### config.mk
export PLATFORM = sky130hd
export DESIGN_NAME = pipe_control_unit_flat
export DESIGN_NICKNAME = d
export VERILOG_FILES = /design/src/rtl/pipe_control_unit_if.sv /design/src/rtl/pipe_control_unit.sv /design/src/flat_wrapper.sv
export SDC_FILE = /design/constraint.sdc
export NUM_CORES = 1
export LEC_CHECK = 0
export ABC_AREA = 1
export CORE_ASPECT_RATIO = 0.5
export CORE_MARGIN = 2
export CORE_UTILIZATION = 35
export CTS_BUF_LIST = sky130_fd_sc_hd__clkbuf_4 sky130_fd_sc_hd__clkbuf_8 sky130_fd_sc_hd__clkbuf_16
export DETAILED_ROUTE_END_ITERATION = 8
export HOLD_SLACK_MARGIN = 0.05
export PLACE_DENSITY = 0.61
export SYNTH_ARGS = -nofsm -noshare
export SYNTH_HDL_FRONTEND = slang
export SYNTH_SLANG_ARGS = --single-unit
export TNS_END_PERCENT = 10
### constraint.sdc
create_clock -name clk_i -period 4.4 [get_ports clk_i]
set_input_delay 0.66 -clock clk_i [delete_from_list [all_inputs] [get_ports clk_i]]
set_output_delay 0.66 -clock clk_i [all_outputs]
set_load 0.02 [all_outputs]
### src/rtl/pipe_control_unit_if.sv
// pipe_control_unit_if: decode inputs and pipelined control outputs of the control unit
interface pipe_control_unit_if #(
    parameter int REG_AW  = 5,
    parameter int ALUOP_W = 2,
    parameter int CNT_W   = 16
);
    logic [6:0]         op_i;
    logic [REG_AW-1:0]  rs1_i;
    logic [REG_AW-1:0]  rs2_i;
    logic [REG_AW-1:0]  rd_i;
    logic               flush_i;
    logic               hold_i;
    logic               stall_o;
    logic               ex_alusrc_o;
    logic [ALUOP_W-1:0] ex_aluop_o;
    logic               ex_branch_o;
    logic [REG_AW-1:0]  ex_rd_o;
    logic               mem_read_o;
    logic               mem_write_o;
    logic [REG_AW-1:0]  mem_rd_o;
    logic               mem_regwrite_o;
    logic               wb_regwrite_o;
    logic               wb_memtoreg_o;
    logic [REG_AW-1:0]  wb_rd_o;
    logic               illegal_o;
    logic [CNT_W-1:0]   stall_cnt_o;
    logic [CNT_W-1:0]   flush_cnt_o;

    modport master (
        output op_i, rs1_i, rs2_i, rd_i, flush_i, hold_i,
        input  stall_o, ex_alusrc_o, ex_aluop_o, ex_branch_o, ex_rd_o,
               mem_read_o, mem_write_o, mem_rd_o, mem_regwrite_o,
               wb_regwrite_o, wb_memtoreg_o, wb_rd_o, illegal_o,
               stall_cnt_o, flush_cnt_o
    );

    modport slave (
        input  op_i, rs1_i, rs2_i, rd_i, flush_i, hold_i,
        output stall_o, ex_alusrc_o, ex_aluop_o, ex_branch_o, ex_rd_o,
               mem_read_o, mem_write_o, mem_rd_o, mem_regwrite_o,
               wb_regwrite_o, wb_memtoreg_o, wb_rd_o, illegal_o,
               stall_cnt_o, flush_cnt_o
    );
endinterface

### src/rtl/pipe_control_unit.sv
// pipe_control_unit: opcode decode, load-use hazard detection and ID/EX, EX/MEM, MEM/WB control registers
module pipe_control_unit #(
    parameter int REG_AW  = 5,
    parameter int ALUOP_W = 2,
    parameter int CNT_W   = 16
) (
    input logic              clk_i,
    input logic              rst_i,
    pipe_control_unit_if.slave bus
);
    localparam logic [6:0] OP_R  = 7'b0110011;
    localparam logic [6:0] OP_I  = 7'b0010011;
    localparam logic [6:0] OP_LD = 7'b0000011;
    localparam logic [6:0] OP_ST = 7'b0100011;
    localparam logic [6:0] OP_BR = 7'b1100011;

    logic               is_r, is_i, is_ld, is_st, is_br;
    logic               dec_illegal, use_rs1, use_rs2, stall, bubble;
    logic               nx_alusrc, nx_branch, nx_memread, nx_memwrite, nx_regwrite, nx_memtoreg, nx_illegal;
    logic [ALUOP_W-1:0] nx_aluop;
    logic [REG_AW-1:0]  nx_rd;

    logic               ex_alusrc, ex_branch, ex_memread, ex_memwrite, ex_regwrite, ex_memtoreg, illegal;
    logic [ALUOP_W-1:0] ex_aluop;
    logic [REG_AW-1:0]  ex_rd;
    logic               mem_read, mem_write, mem_regwrite, mem_memtoreg;
    logic [REG_AW-1:0]  mem_rd;
    logic               wb_regwrite, wb_memtoreg;
    logic [REG_AW-1:0]  wb_rd;
    logic [CNT_W-1:0]   stall_cnt, flush_cnt;

    // Decode the ID opcode, detect load-use hazards and form the next ID/EX contents
    always_comb begin
        is_r        = bus.op_i == OP_R;
        is_i        = bus.op_i == OP_I;
        is_ld       = bus.op_i == OP_LD;
        is_st       = bus.op_i == OP_ST;
        is_br       = bus.op_i == OP_BR;
        use_rs1     = is_r | is_i | is_ld | is_st | is_br;
        use_rs2     = is_r | is_st | is_br;
        dec_illegal = ~use_rs1;
        stall       = ex_memread && ex_rd != '0 &&
                      ((use_rs1 && ex_rd == bus.rs1_i) || (use_rs2 && ex_rd == bus.rs2_i)) && !bus.hold_i;
        bubble      = bus.flush_i | stall;
        nx_alusrc   = ~bubble & (is_i | is_ld | is_st);
        nx_aluop    = bubble ? '0 : is_r ? ALUOP_W'(2'b10) : is_br ? ALUOP_W'(2'b01) : '0;
        nx_branch   = ~bubble & is_br;
        nx_memread  = ~bubble & is_ld;
        nx_memwrite = ~bubble & is_st;
        nx_regwrite = ~bubble & (is_r | is_i | is_ld);
        nx_memtoreg = ~bubble & is_ld;
        nx_illegal  = ~bubble & dec_illegal;
        nx_rd       = (bubble | dec_illegal) ? '0 : bus.rd_i;
    end

    // ID/EX register: loads the decoded bundle or a bubble, frozen by hold
    always_ff @(posedge clk_i or negedge rst_i) begin
        if (!rst_i) begin
            {ex_alusrc, ex_aluop, ex_branch, ex_memread, ex_memwrite, ex_regwrite, ex_memtoreg, ex_rd, illegal} <= '0;
        end else if (!bus.hold_i) begin
            {ex_alusrc, ex_aluop, ex_branch, ex_memread, ex_memwrite, ex_regwrite, ex_memtoreg, ex_rd, illegal} <=
                {nx_alusrc, nx_aluop, nx_branch, nx_memread, nx_memwrite, nx_regwrite, nx_memtoreg, nx_rd, nx_illegal};
        end
    end

    // EX/MEM and MEM/WB registers: advance every unheld cycle, bubbles included
    always_ff @(posedge clk_i or negedge rst_i) begin
        if (!rst_i) begin
            {mem_read, mem_write, mem_regwrite, mem_memtoreg, mem_rd} <= '0;
            {wb_regwrite, wb_memtoreg, wb_rd} <= '0;
        end else if (!bus.hold_i) begin
            {mem_read, mem_write, mem_regwrite, mem_memtoreg, mem_rd} <=
                {ex_memread, ex_memwrite, ex_regwrite, ex_memtoreg, ex_rd};
            {wb_regwrite, wb_memtoreg, wb_rd} <= {mem_regwrite, mem_memtoreg, mem_rd};
        end
    end

    // Saturating event counters; a flush coinciding with a stall counts only as a flush
    always_ff @(posedge clk_i or negedge rst_i) begin
        if (!rst_i) begin
            stall_cnt <= '0;
            flush_cnt <= '0;
        end else if (!bus.hold_i) begin
            if (bus.flush_i) flush_cnt <= (flush_cnt == '1) ? flush_cnt : flush_cnt + 1'b1;
            else if (stall) stall_cnt <= (stall_cnt == '1) ? stall_cnt : stall_cnt + 1'b1;
        end
    end

    assign bus.stall_o        = stall;
    assign bus.ex_alusrc_o    = ex_alusrc;
    assign bus.ex_aluop_o     = ex_aluop;
    assign bus.ex_branch_o    = ex_branch;
    assign bus.ex_rd_o        = ex_rd;
    assign bus.mem_read_o     = mem_read;
    assign bus.mem_write_o    = mem_write;
    assign bus.mem_rd_o       = mem_rd;
    assign bus.mem_regwrite_o = mem_regwrite;
    assign bus.wb_regwrite_o  = wb_regwrite;
    assign bus.wb_memtoreg_o  = wb_memtoreg;
    assign bus.wb_rd_o        = wb_rd;
    assign bus.illegal_o      = illegal;
    assign bus.stall_cnt_o    = stall_cnt;
    assign bus.flush_cnt_o    = flush_cnt;
endmodule
### src/flat_wrapper.sv
// flat-port wrapper written by rule: the top's interface ports become plain ports
module pipe_control_unit_flat 
#(
    parameter int REG_AW  = 5,
    parameter int ALUOP_W = 2,
    parameter int CNT_W   = 16
)
  (clk_i, rst_i, bus_op_i, bus_rs1_i, bus_rs2_i, bus_rd_i, bus_flush_i, bus_hold_i, bus_stall_o, bus_ex_alusrc_o, bus_ex_aluop_o, bus_ex_branch_o, bus_ex_rd_o, bus_mem_read_o, bus_mem_write_o, bus_mem_rd_o, bus_mem_regwrite_o, bus_wb_regwrite_o, bus_wb_memtoreg_o, bus_wb_rd_o, bus_illegal_o, bus_stall_cnt_o, bus_flush_cnt_o);
  pipe_control_unit_if #(.REG_AW(REG_AW), .ALUOP_W(ALUOP_W), .CNT_W(CNT_W)) bus_i ();
  input logic clk_i;
  input logic rst_i;
  input wire logic [$bits(bus_i.op_i)-1:0] bus_op_i;
  input wire logic [$bits(bus_i.rs1_i)-1:0] bus_rs1_i;
  input wire logic [$bits(bus_i.rs2_i)-1:0] bus_rs2_i;
  input wire logic [$bits(bus_i.rd_i)-1:0] bus_rd_i;
  input wire logic [$bits(bus_i.flush_i)-1:0] bus_flush_i;
  input wire logic [$bits(bus_i.hold_i)-1:0] bus_hold_i;
  output wire logic [$bits(bus_i.stall_o)-1:0] bus_stall_o;
  output wire logic [$bits(bus_i.ex_alusrc_o)-1:0] bus_ex_alusrc_o;
  output wire logic [$bits(bus_i.ex_aluop_o)-1:0] bus_ex_aluop_o;
  output wire logic [$bits(bus_i.ex_branch_o)-1:0] bus_ex_branch_o;
  output wire logic [$bits(bus_i.ex_rd_o)-1:0] bus_ex_rd_o;
  output wire logic [$bits(bus_i.mem_read_o)-1:0] bus_mem_read_o;
  output wire logic [$bits(bus_i.mem_write_o)-1:0] bus_mem_write_o;
  output wire logic [$bits(bus_i.mem_rd_o)-1:0] bus_mem_rd_o;
  output wire logic [$bits(bus_i.mem_regwrite_o)-1:0] bus_mem_regwrite_o;
  output wire logic [$bits(bus_i.wb_regwrite_o)-1:0] bus_wb_regwrite_o;
  output wire logic [$bits(bus_i.wb_memtoreg_o)-1:0] bus_wb_memtoreg_o;
  output wire logic [$bits(bus_i.wb_rd_o)-1:0] bus_wb_rd_o;
  output wire logic [$bits(bus_i.illegal_o)-1:0] bus_illegal_o;
  output wire logic [$bits(bus_i.stall_cnt_o)-1:0] bus_stall_cnt_o;
  output wire logic [$bits(bus_i.flush_cnt_o)-1:0] bus_flush_cnt_o;
  assign bus_i.op_i = bus_op_i;
  assign bus_i.rs1_i = bus_rs1_i;
  assign bus_i.rs2_i = bus_rs2_i;
  assign bus_i.rd_i = bus_rd_i;
  assign bus_i.flush_i = bus_flush_i;
  assign bus_i.hold_i = bus_hold_i;
  assign bus_stall_o = bus_i.stall_o;
  assign bus_ex_alusrc_o = bus_i.ex_alusrc_o;
  assign bus_ex_aluop_o = bus_i.ex_aluop_o;
  assign bus_ex_branch_o = bus_i.ex_branch_o;
  assign bus_ex_rd_o = bus_i.ex_rd_o;
  assign bus_mem_read_o = bus_i.mem_read_o;
  assign bus_mem_write_o = bus_i.mem_write_o;
  assign bus_mem_rd_o = bus_i.mem_rd_o;
  assign bus_mem_regwrite_o = bus_i.mem_regwrite_o;
  assign bus_wb_regwrite_o = bus_i.wb_regwrite_o;
  assign bus_wb_memtoreg_o = bus_i.wb_memtoreg_o;
  assign bus_wb_rd_o = bus_i.wb_rd_o;
  assign bus_illegal_o = bus_i.illegal_o;
  assign bus_stall_cnt_o = bus_i.stall_cnt_o;
  assign bus_flush_cnt_o = bus_i.flush_cnt_o;
  pipe_control_unit #(.REG_AW(REG_AW), .ALUOP_W(ALUOP_W), .CNT_W(CNT_W)) u_core (.clk_i(clk_i), .rst_i(rst_i), .bus(bus_i));
endmodule
# --- Yosys cells after proc, flatten, opt, wreduce, memory -nomap -nowiden ---
# Cells that the tools add are included.
op_classes:
  reduce_logical: 10
  eq_ne: 9
  n_bitwise: 22
  n_addsub: 2
  mux: 4
op_table:
  columns: ["cell", "n"]
  rows:
  - ["$add A16 B1 Y16 const B", 2]
  - ["$eq A16 B16 Y1 const B", 2]
  - ["$eq A7 B6 Y1 const B", 2]
  - ["$eq A5 B5 Y1", 2]
  - ["$or A1 B1 Y1", 10]
  - ["$eq A7 B2 Y1 const B", 1]
  - ["$eq A7 B5 Y1 const B", 1]
  - ["$eq A7 B7 Y1 const B", 1]
  - ["$and A1 B1 Y1", 6]
  - ["$not A1 Y1", 6]
  - ["$logic_and A1 B1 Y1", 5]
  - ["$mux W5", 1]
  - ["$reduce_bool A5 Y1", 1]
  - ["$mux W2", 2]
  - ["$reduce_and A4 Y1", 1]
  - ["$reduce_and A3 Y1", 1]
  - ["$logic_not A1 Y1", 1]
  - ["$logic_or A1 B1 Y1", 1]
  - ["$mux W1", 1]
totals:
  ff_bits: 60
  out_inout_bits: 58

# --- Logic depth before layout (Yosys ltp) ---
depth:
  word_depth: 12
  depth_mapped: 11
  ltp_nobuf: 11

# --- Worst setup path after synthesis ---
# Ideal clock, no wire load.
synth_timing:
  kind: "input to output"
  start: "in bus_op_i[3]"
  end: "out bus_stall_o"
  slack_ns: 2.147
  arrival_ns: 1.593
  stages: 7
  path_cell_list: "nor2_1 > nand2_1 > a21oi_4 > inv_2 > nor2_8 > nand2_4 > inv_1"
synth_via:
  elab_chain_len: 9
  word_cells_on_any_way: 16
  cone_classes: "eq/ne (5); bitwise (6); reduce/logical (5)"
synth_rtl:
  columns: ["item", "line_no", "text"]
  rows:
  - ["start, declared", "flat_wrapper.sv:12", "input wire logic [$bits(bus_i.op_i)-1:0] bus_op_i;"]
  - ["$eq A7 B6 Y1 or $eq A7 B5 Y1 (tied branches)", "pipe_control_unit.sv:34, pipe_control_unit.sv:35", null]
  - ["$or A1 B1 Y1 (4 in series)", "pipe_control_unit.sv:39", "use_rs1 = is_r | is_i | is_ld | is_st | is_br;"]
  - ["$logic_and A1 B1 Y1", "pipe_control_unit.sv:43", "((use_rs1 && ex_rd == bus.rs1_i) || (use_rs2 && ex_rd == bus.rs2_i)) && !bus.hold_i;"]
  - ["$logic_or A1 B1 Y1 (*)", "pipe_control_unit.sv:43", null]
  - ["$logic_and A1 B1 Y1 (*)", "pipe_control_unit.sv:42", "stall = ex_memread && ex_rd != '0 &&"]
  - ["$logic_and A1 B1 Y1 (*)", "pipe_control_unit.sv:43", null]
  - ["end, declared", "flat_wrapper.sv:18", "output wire logic [$bits(bus_i.stall_o)-1:0] bus_stall_o;"]
# Mark *: on every way between the ends. The rest lies on a longest branch, timed or not.

# --- Worst setup path in the final report ---
layout_timing:
  start: "in bus_op_i[5]"
  end: "out bus_stall_o"
# The elaborated chain is that of the path after synthesis.

==> results.yml <==
logic_synthesis:
  synth_top_area_cell: "dfrtp_1"
  synthTopCellsByArea: "dfrtp_1 47%, nand2_1 18%, inv_1 4.4%"
  synthTopCellsByCount: "151 x nand2_1, 60 x dfrtp_1, 37 x inv_1, 28 x nor2_1, 22 x nand3_1"
  async_flop_share: 1.00
  synth_edf_count: 0
  yosys_register_bits: 60
  avgSynthCellArea_um2: 7.83
  syn-cell-area_um2: 3160
  yosysWarnings: 0
  yosys.cell_count.top_type: "nand2_1"
  yosysUniqueCellTypes: 29
  synth.top_cell.area_share: 0.475
  syn-num-nets: 432
  ys.flop_type: "dfrtp_1"
  synthesis.instances: 404
  seq_area_frac_synth: 0.475
setup_path:
  r2r_slack_ns: 2.40
  ff2ff_path_depth: 9
  slowest_delay_ns: 0.60
  start_kind: "input pin"
  cp.depth: 10
  r2r_start: "u_core.bus.stall_cnt_o[0]"
  critPathBufInv: 6
  cp_common_cell: "inv_2"
  crit_type: "input pin to output port"
  cp_max_fo: 8
  critical_path_arrival_ns: 2.81
  crit_required_ns: 3.74
  cp-end-kind: "output port"
  regToRegEndpoint: "u_core.bus.stall_cnt_o[3]"
  crit_slowest_cell: "clkdlybuf4s50_1"
  startpoint: "bus_op_i[5]"
  crit_family: "buffers and inverters"
  crit_end: "bus_stall_o"
  cp_cell_sequence: "clkdlybuf4s50_1 -> inv_2 -> nor2_2 -> inv_2 -> a21oi_4 -> inv_2 -> nor2_8 -> nand2_4 -> inv_1 -> clkdlybuf4s50_1"
clock_tree:
  postCtsSetupRepairBufs: 0
  clockBufferDepth: 2
  hold_buffers: 0
  cts_tree: "done"
  clkSinkCount: 60
  path_clk_slew_ns: 0.05
  insertion_delay_ns: 0.33
  cts_resized: 0
  htreeDepth: 3
  cts_root_buf: "clkbuf_16"
  cts_buffers: 9
layout:
  syn2layout_area_growth_pct: 40.7
  final_cell_area_um2: 4450
  drive_gt1_frac: 0.0740
  finalNetCount: 523
  num_antenna_cells: 0
detailed_routing:
  detail-route-antenna-nets: 0
  wirelength_mm: 8.17
  viasPerCell: 4.64
  drc: 0
  drt-pass1-iter-count: 5
  vias: 2865
  drt_iter0_drc: 178
  wire_per_inst_um: 13.2
timing:
  hold_viol: 0
  worst_pin_slew_ns: 0.752
  finalSetupViolations: 0
  whs_ns: 0.400
  max_slew_margin: 0.498
  rsz0062_at_grt: "false"
  drv_slew: 0
  setup_ws_ns: 0.931
  max_freq_ghz: 0.288
  period_share: 0.788
  clock_skew_ns: 0.00350
  finalSetupTns_ns: 0
  period_needed_ns: 3.47
power:
  pwr-share-comb: 0.137
  swShare: 0.246
  p_total_uw: 1580
  intPower_uw: 1190
  p_leak_uw: 0.00207
  peakVddDrop_v: 0.000263
  seqPwrFrac: 0.387
  switchingPower_uw: 388
  p_clk_frac: 0.476
  p_per_area_nw_per_um2: 355
grt:
  grt_antenna_before_repair: 0
  grt_pass1_vias: 2688
  grt_max_degree: 35
  grt_pass1_wl_mm: 13.5
  grtUsageTotal: 0.175
  grt.overflow.total: 0
placed_design:
  gp_congestion: 0.942
  placed_area_um2: 4130
  portBuffers: 83
  dp_hpwl_mm: 5.97
  pre_cts_slack_ns: 0.932
floorplanning:
  die_w_um: 138
  rows: 24
  fp.dieH_um: 71.2
  ioPinCount: 84
  core_um2: 8740
  start_util: 0.362
  die_area_um2: 9860
job:
  cap_violations: 0
worst_hold_path:
  hp-class: "input pin to async pin"
status:
  status: "complete, no violations"
stage by stage:
| step | cells | utilization |
|---|---|---|
| 2_1_floorplan | 404 | - |
| 6_report | 617 | 0.509 |
| 5_1_grt | 617 | 0.509 |
| 3_3_place_gp | 601 | 0.473 |
| 4_1_cts | 617 | 0.509 |
| 3_5_place_dp | 601 | 0.473 |
cell families after synthesis:
group / count (synthesis) / share of synthesized area
flops: 60 / 0.475
fa+ha+maj: 2 / 0.00791
buf+inv: 49 / 0.0585
xor+xnor: 28 / 0.0775
compound gates: 22 / 0.0403
simple gates: 243 / 0.341
cell type report:
type	instances	area, µm²
flip-flops and latches	60	1500
inverters	44	165
clock inverters	5	75.1
clock buffers	11	246
multi-input cells	295	1480
well taps	117	146
fillers	862	4290
repair buffers	85	841
worst register-to-register path: stages, from the launching register on:
cell     delay, ns
dfrtp_1       0.43
ha_1          0.25
nand3_1       0.18
inv_2         0.06
nand2_1       0.09
nor2_1        0.07
nor2_2        0.30
nand4_2       0.30
nand2_1       0.15
nand2_1       0.06
layout by cell type, fill, tap and decap left out, drive strengths merged:
| cell | count |
|---|---|
| nor3 | 11 |
| o22ai | 5 |
| nand2 | 154 |
| ha | 2 |
| o21ai | 14 |
| nand4 | 17 |
| clkbuf | 11 |
| and2 | 1 |
| a21oi | 3 |
| inv | 44 |
| clkinv | 3 |
| xor2 | 15 |
| nand3 | 23 |
| xnor2 | 13 |
| or2 | 1 |
| nor4 | 3 |
| clkdlybuf4s50 | 82 |
| nor2 | 33 |
| dfrtp | 60 |
| bufinv | 2 |
| buf | 3 |
worst min-delay path by stage:
| stage | cells after the start | endpoint | start | slack, ns |
|---|---|---|---|---|
| 2_1_floorplan | 0 | u_core.bus.ex_aluop_o[0] | rst_i | 0.36 |
| 3_3_place_gp | 2 | u_core.bus.wb_rd_o[3] | u_core.bus.wb_rd_o[3] | 0.46 |
| 3_5_place_dp | 2 | u_core.bus.mem_write_o | u_core.ex_memwrite | 0.47 |
| 4_1_cts | 1 | u_core.bus.flush_cnt_o[12] | rst_i | 0.42 |
| 5_1_grt | 1 | u_core.bus.flush_cnt_o[2] | rst_i | 0.47 |
| 6_report | 1 | u_core.bus.flush_cnt_o[12] | rst_i | 0.40 |
per-layer routing:
| layer | GRT usage | routed length (µm) | part of all wire | vias up |
|---|---|---|---|---|
| met5 | 0 | 0 | 0 | - |
| met4 | 0.0556 | 33 | 0.0040 | 0 |
| met3 | 0.0575 | 422 | 0.052 | 2 |
| met2 | 0.263 | 3720 | 0.45 | 63 |
| met1 | 0.242 | 4000 | 0.49 | 1325 |
| li1 | - | - | - | 1475 |
sequential cells by signal, indices dropped and copies added (netlist names):
name	flops
u_core.bus.flush_cnt_o	16
u_core.bus.wb_regwrite_o	1
u_core.bus.ex_branch_o	1
u_core.bus.wb_memtoreg_o	1
u_core.bus.ex_alusrc_o	1
u_core.bus.ex_rd_o	5
u_core.bus.illegal_o	1
u_core.ex_regwrite	1
u_core.bus.ex_aluop_o	2
u_core.ex_memread	1
u_core.bus.mem_regwrite_o	1
u_core.bus.mem_rd_o	5
u_core.ex_memwrite	1
u_core.bus.wb_rd_o	5
u_core.bus.mem_read_o	1
u_core.bus.stall_cnt_o	16
u_core.bus.mem_write_o	1
power groups by stage:
stage / sequential [µW] / clock (µW) / combinational [µW]
4_1_cts: 613 / 770 / 220
5_1_grt: 619 / 801 / 237
3_3_place_gp: 622 / 0 / 217
3_5_place_dp: 621 / 0 / 220
2_1_floorplan: 652 / 0 / 73.4
6_report: 612 / 752 / 217
Power figures use the tool's default switching activity.
